## src/rtl/spi_reg_sequencer.sv

```systemverilog
// SPI mode-0 slave frame controller: command byte (R/W + addr) then data byte(s) -> register strobes.
// Optional SPI_AUTOINC_EN: stream consecutive data bytes with auto-incrementing address.
module spi_reg_sequencer (
  input  logic       clk,
  input  logic       rst_n,
  input  logic       sclk,
  input  logic       cs_n,
  input  logic       mosi,
  output logic       miso,
  output logic [6:0] reg_addr,
  output logic [7:0] reg_wdata,
  output logic       reg_we,
  output logic       reg_re,
  input  logic [7:0] reg_rdata,
  output logic       busy
);

  typedef enum logic [2:0] {IDLE, CMD, FETCH, DATA, HOLD} state_e;

  logic [1:0] sclk_sync_q, cs_sync_q, mosi_sync_q;
  logic       sclk_dly_q, cs_dly_q;
  logic       sclk_s, cs_s, mosi_s;
  logic       sclk_rise, sclk_fall, cs_fall, cs_rise;

  state_e     state_q, state_d;
  logic [2:0] bit_cnt_q, bit_cnt_d;
  logic [7:0] rx_q, rx_d, tx_q, tx_d, rx_shift;
  logic       rd_q, rd_d, fetch_q, fetch_d, adv_q, adv_d;
  logic [6:0] addr_q, addr_d;
  logic [7:0] wdata_q, wdata_d;
  logic       we_q, we_d, re_q, re_d;

  always_ff @(posedge clk or negedge rst_n) begin
    if (!rst_n) begin
      sclk_sync_q <= 2'b00;
      cs_sync_q   <= 2'b11;
      mosi_sync_q <= 2'b00;
      sclk_dly_q  <= 1'b0;
      cs_dly_q    <= 1'b1;
    end else begin
      sclk_sync_q <= {sclk_sync_q[0], sclk};
      cs_sync_q   <= {cs_sync_q[0], cs_n};
      mosi_sync_q <= {mosi_sync_q[0], mosi};
      sclk_dly_q  <= sclk_sync_q[1];
      cs_dly_q    <= cs_sync_q[1];
    end
  end

  assign sclk_s    = sclk_sync_q[1];
  assign cs_s      = cs_sync_q[1];
  assign mosi_s    = mosi_sync_q[1];
  assign sclk_rise = sclk_s & ~sclk_dly_q;
  assign sclk_fall = ~sclk_s & sclk_dly_q;
  assign cs_fall   = ~cs_s & cs_dly_q;
  assign cs_rise   = cs_s & ~cs_dly_q;
  assign rx_shift  = {rx_q[6:0], mosi_s};

  always_comb begin
    state_d   = state_q;
    bit_cnt_d = bit_cnt_q;
    rx_d      = rx_q;
    tx_d      = tx_q;
    rd_d      = rd_q;
    fetch_d   = fetch_q;
    addr_d    = addr_q;
    wdata_d   = wdata_q;
    we_d      = 1'b0;
    re_d      = 1'b0;
    adv_d     = 1'b0;
    // Write-byte address advance is deferred one cycle so reg_addr stays valid under reg_we.
    if (adv_q) addr_d = addr_q + 7'd1;
    case (state_q)
      IDLE: begin
        if (cs_fall) begin
          state_d   = CMD;
          bit_cnt_d = 3'd0;
          tx_d      = 8'h00;
        end
      end
      CMD: begin
        if (cs_rise) state_d = IDLE;
        else if (sclk_rise) begin
          rx_d      = rx_shift;
          bit_cnt_d = bit_cnt_q + 3'd1;
          if (bit_cnt_q == 3'd7) begin
            addr_d = rx_shift[6:0];
            rd_d   = rx_shift[7];
            if (rx_shift[7]) begin
              re_d    = 1'b1;
              fetch_d = 1'b0;
              state_d = FETCH;
            end else begin
              state_d = DATA;
            end
          end
        end
      end
      FETCH: begin
        // First cycle carries reg_re; read data is captured on the second.
        if (cs_rise) state_d = IDLE;
        else if (!fetch_q) fetch_d = 1'b1;
        else begin
          tx_d    = reg_rdata;
          state_d = DATA;
        end
      end
      DATA: begin
        if (cs_rise) state_d = IDLE;
        else begin
          if (sclk_fall && bit_cnt_q != 3'd0) tx_d = {tx_q[6:0], 1'b0};
          if (sclk_rise) begin
            rx_d      = rx_shift;
            bit_cnt_d = bit_cnt_q + 3'd1;
            if (bit_cnt_q == 3'd7) begin
              if (!rd_q) begin
                we_d    = 1'b1;
                wdata_d = rx_shift;
              end
`ifdef SPI_AUTOINC_EN
              if (rd_q) begin
                addr_d  = addr_q + 7'd1;
                re_d    = 1'b1;
                fetch_d = 1'b0;
                state_d = FETCH;
              end else begin
                adv_d   = 1'b1;
              end
`else
              state_d = HOLD;
`endif
            end
          end
        end
      end
      HOLD: begin
        if (cs_rise) state_d = IDLE;
      end
      default: state_d = IDLE;
    endcase
  end

  always_ff @(posedge clk or negedge rst_n) begin
    if (!rst_n) begin
      state_q   <= IDLE;
      bit_cnt_q <= 3'd0;
      rx_q      <= 8'h00;
      tx_q      <= 8'h00;
      rd_q      <= 1'b0;
      fetch_q   <= 1'b0;
      adv_q     <= 1'b0;
      addr_q    <= 7'h00;
      wdata_q   <= 8'h00;
      we_q      <= 1'b0;
      re_q      <= 1'b0;
    end else begin
      state_q   <= state_d;
      bit_cnt_q <= bit_cnt_d;
      rx_q      <= rx_d;
      tx_q      <= tx_d;
      rd_q      <= rd_d;
      fetch_q   <= fetch_d;
      adv_q     <= adv_d;
      addr_q    <= addr_d;
      wdata_q   <= wdata_d;
      we_q      <= we_d;
      re_q      <= re_d;
    end
  end

  assign miso      = (state_q == DATA && !cs_s) ? tx_q[7] : 1'b0;
  assign reg_addr  = addr_q;
  assign reg_wdata = wdata_q;
  assign reg_we    = we_q;
  assign reg_re    = re_q;
  assign busy      = (state_q != IDLE);

endmodule

```

## config.mk

```make
export PLATFORM = sky130hd
export DESIGN_NAME = spi_reg_sequencer
export DESIGN_NICKNAME = d
export VERILOG_FILES = /design/src/rtl/spi_reg_sequencer.sv
export SDC_FILE = /design/constraint.sdc
export NUM_CORES = 1
export LEC_CHECK = 0
export ABC_CLOCK_PERIOD_IN_PS = 1900
export CORE_MARGIN = 4
export CORE_UTILIZATION = 48
export DETAILED_ROUTE_END_ITERATION = 10
export GPL_ROUTABILITY_DRIVEN = 0
export PLACE_DENSITY = 0.76
export SLEW_MARGIN = 5
export SYNTH_ARGS = -nofsm -noshare
export SYNTH_HDL_FRONTEND = slang
export SYNTH_SLANG_ARGS = --single-unit
```

## constraint.sdc

```tcl
create_clock -name clk -period 1.9 [get_ports clk]
set_input_delay 0.38 -clock clk [delete_from_list [all_inputs] [get_ports clk]]
set_output_delay 0.38 -clock clk [all_outputs]
set_load 0.005 [all_outputs]
```

==> out/metrics.yaml, run 1 <==
row_count: 23
synth.cell_area_sq_um: 2100
critPathLaunch: "bit_cnt_q[1]"
ys.warnings.count: 0
yosys.area_share.adder_pct: 2.38
cts.sinks: 48
r2r_slack_ns: -0.02
crit_path_start_kind: "flip-flop"
seq_area_frac_synth_pct: 57.3
cts_tree: "built"
synth_compound_area_share_pct: 4.16
syn-num-nets: 173
worst_path_most_repeated_cell: "sky130_fd_sc_hd__ha_4"
synthToLayoutAreaGrowth_pct: 29.9
synth_top_family_by_area: "multiplexers"
initial_utilization_pct: 51.1
synth_area_leaders: "sky130_fd_sc_hd__dfrtp_1 (54%), sky130_fd_sc_hd__mux2_2 (8.0%), sky130_fd_sc_hd__mux2_4 (5.0%)"
via_per_inst: 5.35
number_of_global_route_vias_before_repair: 1429
reg2reg_from: "bit_cnt_q[1]"
insertion_delay_ns: 0.29
timing.reg2reg.worst_path_depth: 5
detail_route.wirelength_microns: 4170
synthDominantAreaCellType: "sky130_fd_sc_hd__dfrtp_1"
worst-setup-path-type: "reg2reg"
drv.max_cap_violation_count: 0
ioPinCount: 32
die_h_microns: 74.2
report.final.slew_viol_count: 0
vias: 1369
dieWidth_microns: 74.2
maxClockFrequency_mhz: 522
ant_nets: 0
rsz0062_at_grt: "true"
cts.root.buffer_cell: "sky130_fd_sc_hd__clkbuf_8"
floorplan.die_area_sq_um: 5510
worst-slew-pin-transition_ns: 0.454
post-synth-top-count-cell: "sky130_fd_sc_hd__dfrtp_1"
cts_hold_buf: 0
critical-path-slowest-cell: "sky130_fd_sc_hd__or4_4"
detailedRoute.firstIterationViolations: 69
grt_pass1_wl_microns: 6730
grt_util_all_layers_pct: 16.4
path_max_fanout: 5
pre_cts_slack_ns: -0.0665
min_path_type: "in2async"
critical_path_arrival_ns: 2.09
violations_in_the_final_reports: "negative setup slack"
antenna_cells: 0
async_set_or_reset_register_ratio_after_synthesis_pct: 100
final_design_area_no_fill_sq_um: 2730
maximum_level_of_the_cts_h_tree: 2
timing.critical_path.slowest_cell_delay_ns: 0.64
vdd_ir_drop_max_uv: 779
routed_length_per_instance_microns: 16.3
postPlaceCellArea_sq_um: 2530
post-route-drc-count: 0
skew_ns: 0.00695
io_buffer_count: 31
setup_slack_ns: -0.0156
status: "finished with violations"
global_route.overflow_total: 0
netlist_instances: 156
min_period_ns: 1.92
simple_gate_fraction_of_synth_area_pct: 11.1
p_per_area_nw_per_um2: 993
ratio_of_cells_with_drive_above_1_in_the_final_layout_pct: 32.0
synth.area.mux_share_pct: 20.6
cp_cell_sequence: "ha_4 > ha_4 > nand4b_4 > or4_4 > mux2_4"
clkSlewWorstSetupHoldPaths_ns: 0.08
initial_antenna_violation_count: 0
synth_xor_area_share_pct: 0.416
final_core_utilization_pct: 66.4
finalSetupViolations: 5
ratio_of_final_minimum_period_to_clock_period_pct: 101
dp.final_hpwl_microns: 2750
synthesis.area_per_instance_sq_um: 13.5
ys_ff_latch: 48
cp_data_required_time_ns: 2.08
synth_unique_cells: 35
slew_headroom_pct: 69.7
largest_net_degree_at_the_start_of_global_routing: 30
drtPass1Iterations: 4
finalNetCount: 222
regToRegEndpoint: "reg_addr[1]"
synth_top_cell_area_share_pct: 53.5
final-hold-violation-count: 0
cellLeakagePower_uw: 0.00129
synth_top_flop_cell: "sky130_fd_sc_hd__dfrtp_1"
cts-root-to-sink-buffers: 2
synth_edf_count: 0
core_sq_um: 4120
critPathCaptureType: "flip-flop"
synthTopCellsByCount: "sky130_fd_sc_hd__dfrtp_1 (45), sky130_fd_sc_hd__nor2_1 (16), sky130_fd_sc_hd__mux2_2 (15)"
cts_inserted_buffers: 5
## metal layers
metal | vias to the layer above | routed length [microns] | track usage (%)
li1 | 638 | - | -
met1 | 687 | 1770 | 19.6
met2 | 38 | 2160 | 28.1
met3 | 6 | 193 | 5.14
met4 | 0 | 48 | 5.53
met5 | - | 0 | 0
## final cells by class
type,count,area [sq um]
flip-flops and latches,48,1210
clock inverters,2,13.8
repair buffers,50,470
clock buffers,6,82.6
multi-input cells,94,875
well taps,50,62.6
inverters,6,22.5
fillers,315,1380
## repair_timing
item,4_1_cts,5_1_grt
setup endpoints to repair,17,13
resized for setup,9,5
cloned,1,0
setup buffers,3,3
pin swaps,0,4
## registers in the layout (all words and copies together), names as in the netlist, 2 cells and up
signal	flops
sclk_sync_q	2
bit_cnt_q	3
rx_q	7
reg_wdata	8
state_q	3
mosi_sync_q	2
reg_addr	7
tx_q	8
cs_sync_q	2
## placed cells by master (no fill, tap or decap), types with 3 or more instances in the layout
| cell | synthesis | routed |
|---|---|---|
| sky130_fd_sc_hd__a21oi_1 | 4 | 3 |
| sky130_fd_sc_hd__buf_4 | 1 | 17 |
| sky130_fd_sc_hd__clkbuf_8 | 0 | 6 |
| sky130_fd_sc_hd__clkdlybuf4s50_1 | 0 | 28 |
| sky130_fd_sc_hd__dfrtp_1 | 45 | 43 |
| sky130_fd_sc_hd__dfstp_2 | 3 | 3 |
| sky130_fd_sc_hd__inv_1 | 6 | 6 |
| sky130_fd_sc_hd__mux2_1 | 8 | 8 |
| sky130_fd_sc_hd__mux2_2 | 15 | 15 |
| sky130_fd_sc_hd__mux2_4 | 7 | 7 |
| sky130_fd_sc_hd__mux2i_1 | 7 | 7 |
| sky130_fd_sc_hd__nand2_1 | 3 | 3 |
| sky130_fd_sc_hd__nand2b_1 | 3 | 3 |
| sky130_fd_sc_hd__nor2_1 | 16 | 16 |
| sky130_fd_sc_hd__nor3_1 | 6 | 6 |
## power by group
part,switching [uW],internal [uW]
sequential,176,1190
combinational,298,431
clock,326,298
## cells by family after synthesis
logic type	after synthesis
DFF	48
AOI/OAI and AO/OA	13
buffers and inverters	15
and+or+nand+nor	38
adders and majority gates	4
muxes	37
xor gates and xnor gates	1
## critical path: cells and delay by family (launching register included)
| family | cells | cell delay [ns] |
|---|---|---|
| AND/OR/NAND/NOR | 2 | 0.75 |
| flip-flops | 1 | 0.42 |
| multiplexers | 1 | 0.33 |
| adder cells (fa/ha/maj) | 2 | 0.30 |
## per-stage QoR
stage | hold slack, ns | cells | setup TNS [ns] | total power [uW]
after floorplan | 0.0844 | 156 | 0 | 1730
after global placement | 0.336 | 241 | 0 | 1970
after global routing | 0.0363 | 256 | -0.183 | 2880
final | 0.0251 | 256 | -0.0581 | 2720
after detailed placement | 0.342 | 241 | -0.576 | 2010
after CTS | 0.0270 | 253 | 0 | 2670
## how the worst max path moves through the flow
stage / slack [ns] / to / depth (start not counted)
after floorplan: 0.02 / reg_addr[0] / 6
after global placement: 0.004 / reg_addr[0] / 5
after detailed placement: -0.07 / reg_addr[3] / 5
after CTS: 0.0006 / tx_q[1] / 6
after global routing: -0.04 / reg_addr[1] / 5
final: -0.02 / reg_addr[1] / 5
Note: power is estimated with default switching activity, not from simulation.
==> inputs of run 2 (changes only) <==
CAP_MARGIN = 20   (was default)
==> results of run 2 <==
No change in the layout: final DEF, timing and power equal those of run 1.
==> inputs of run 3 (changes only) <==
CAP_MARGIN = 30   (was 20)
==> results of run 3 <==
No change in the layout: final DEF, timing and power equal those of run 1.
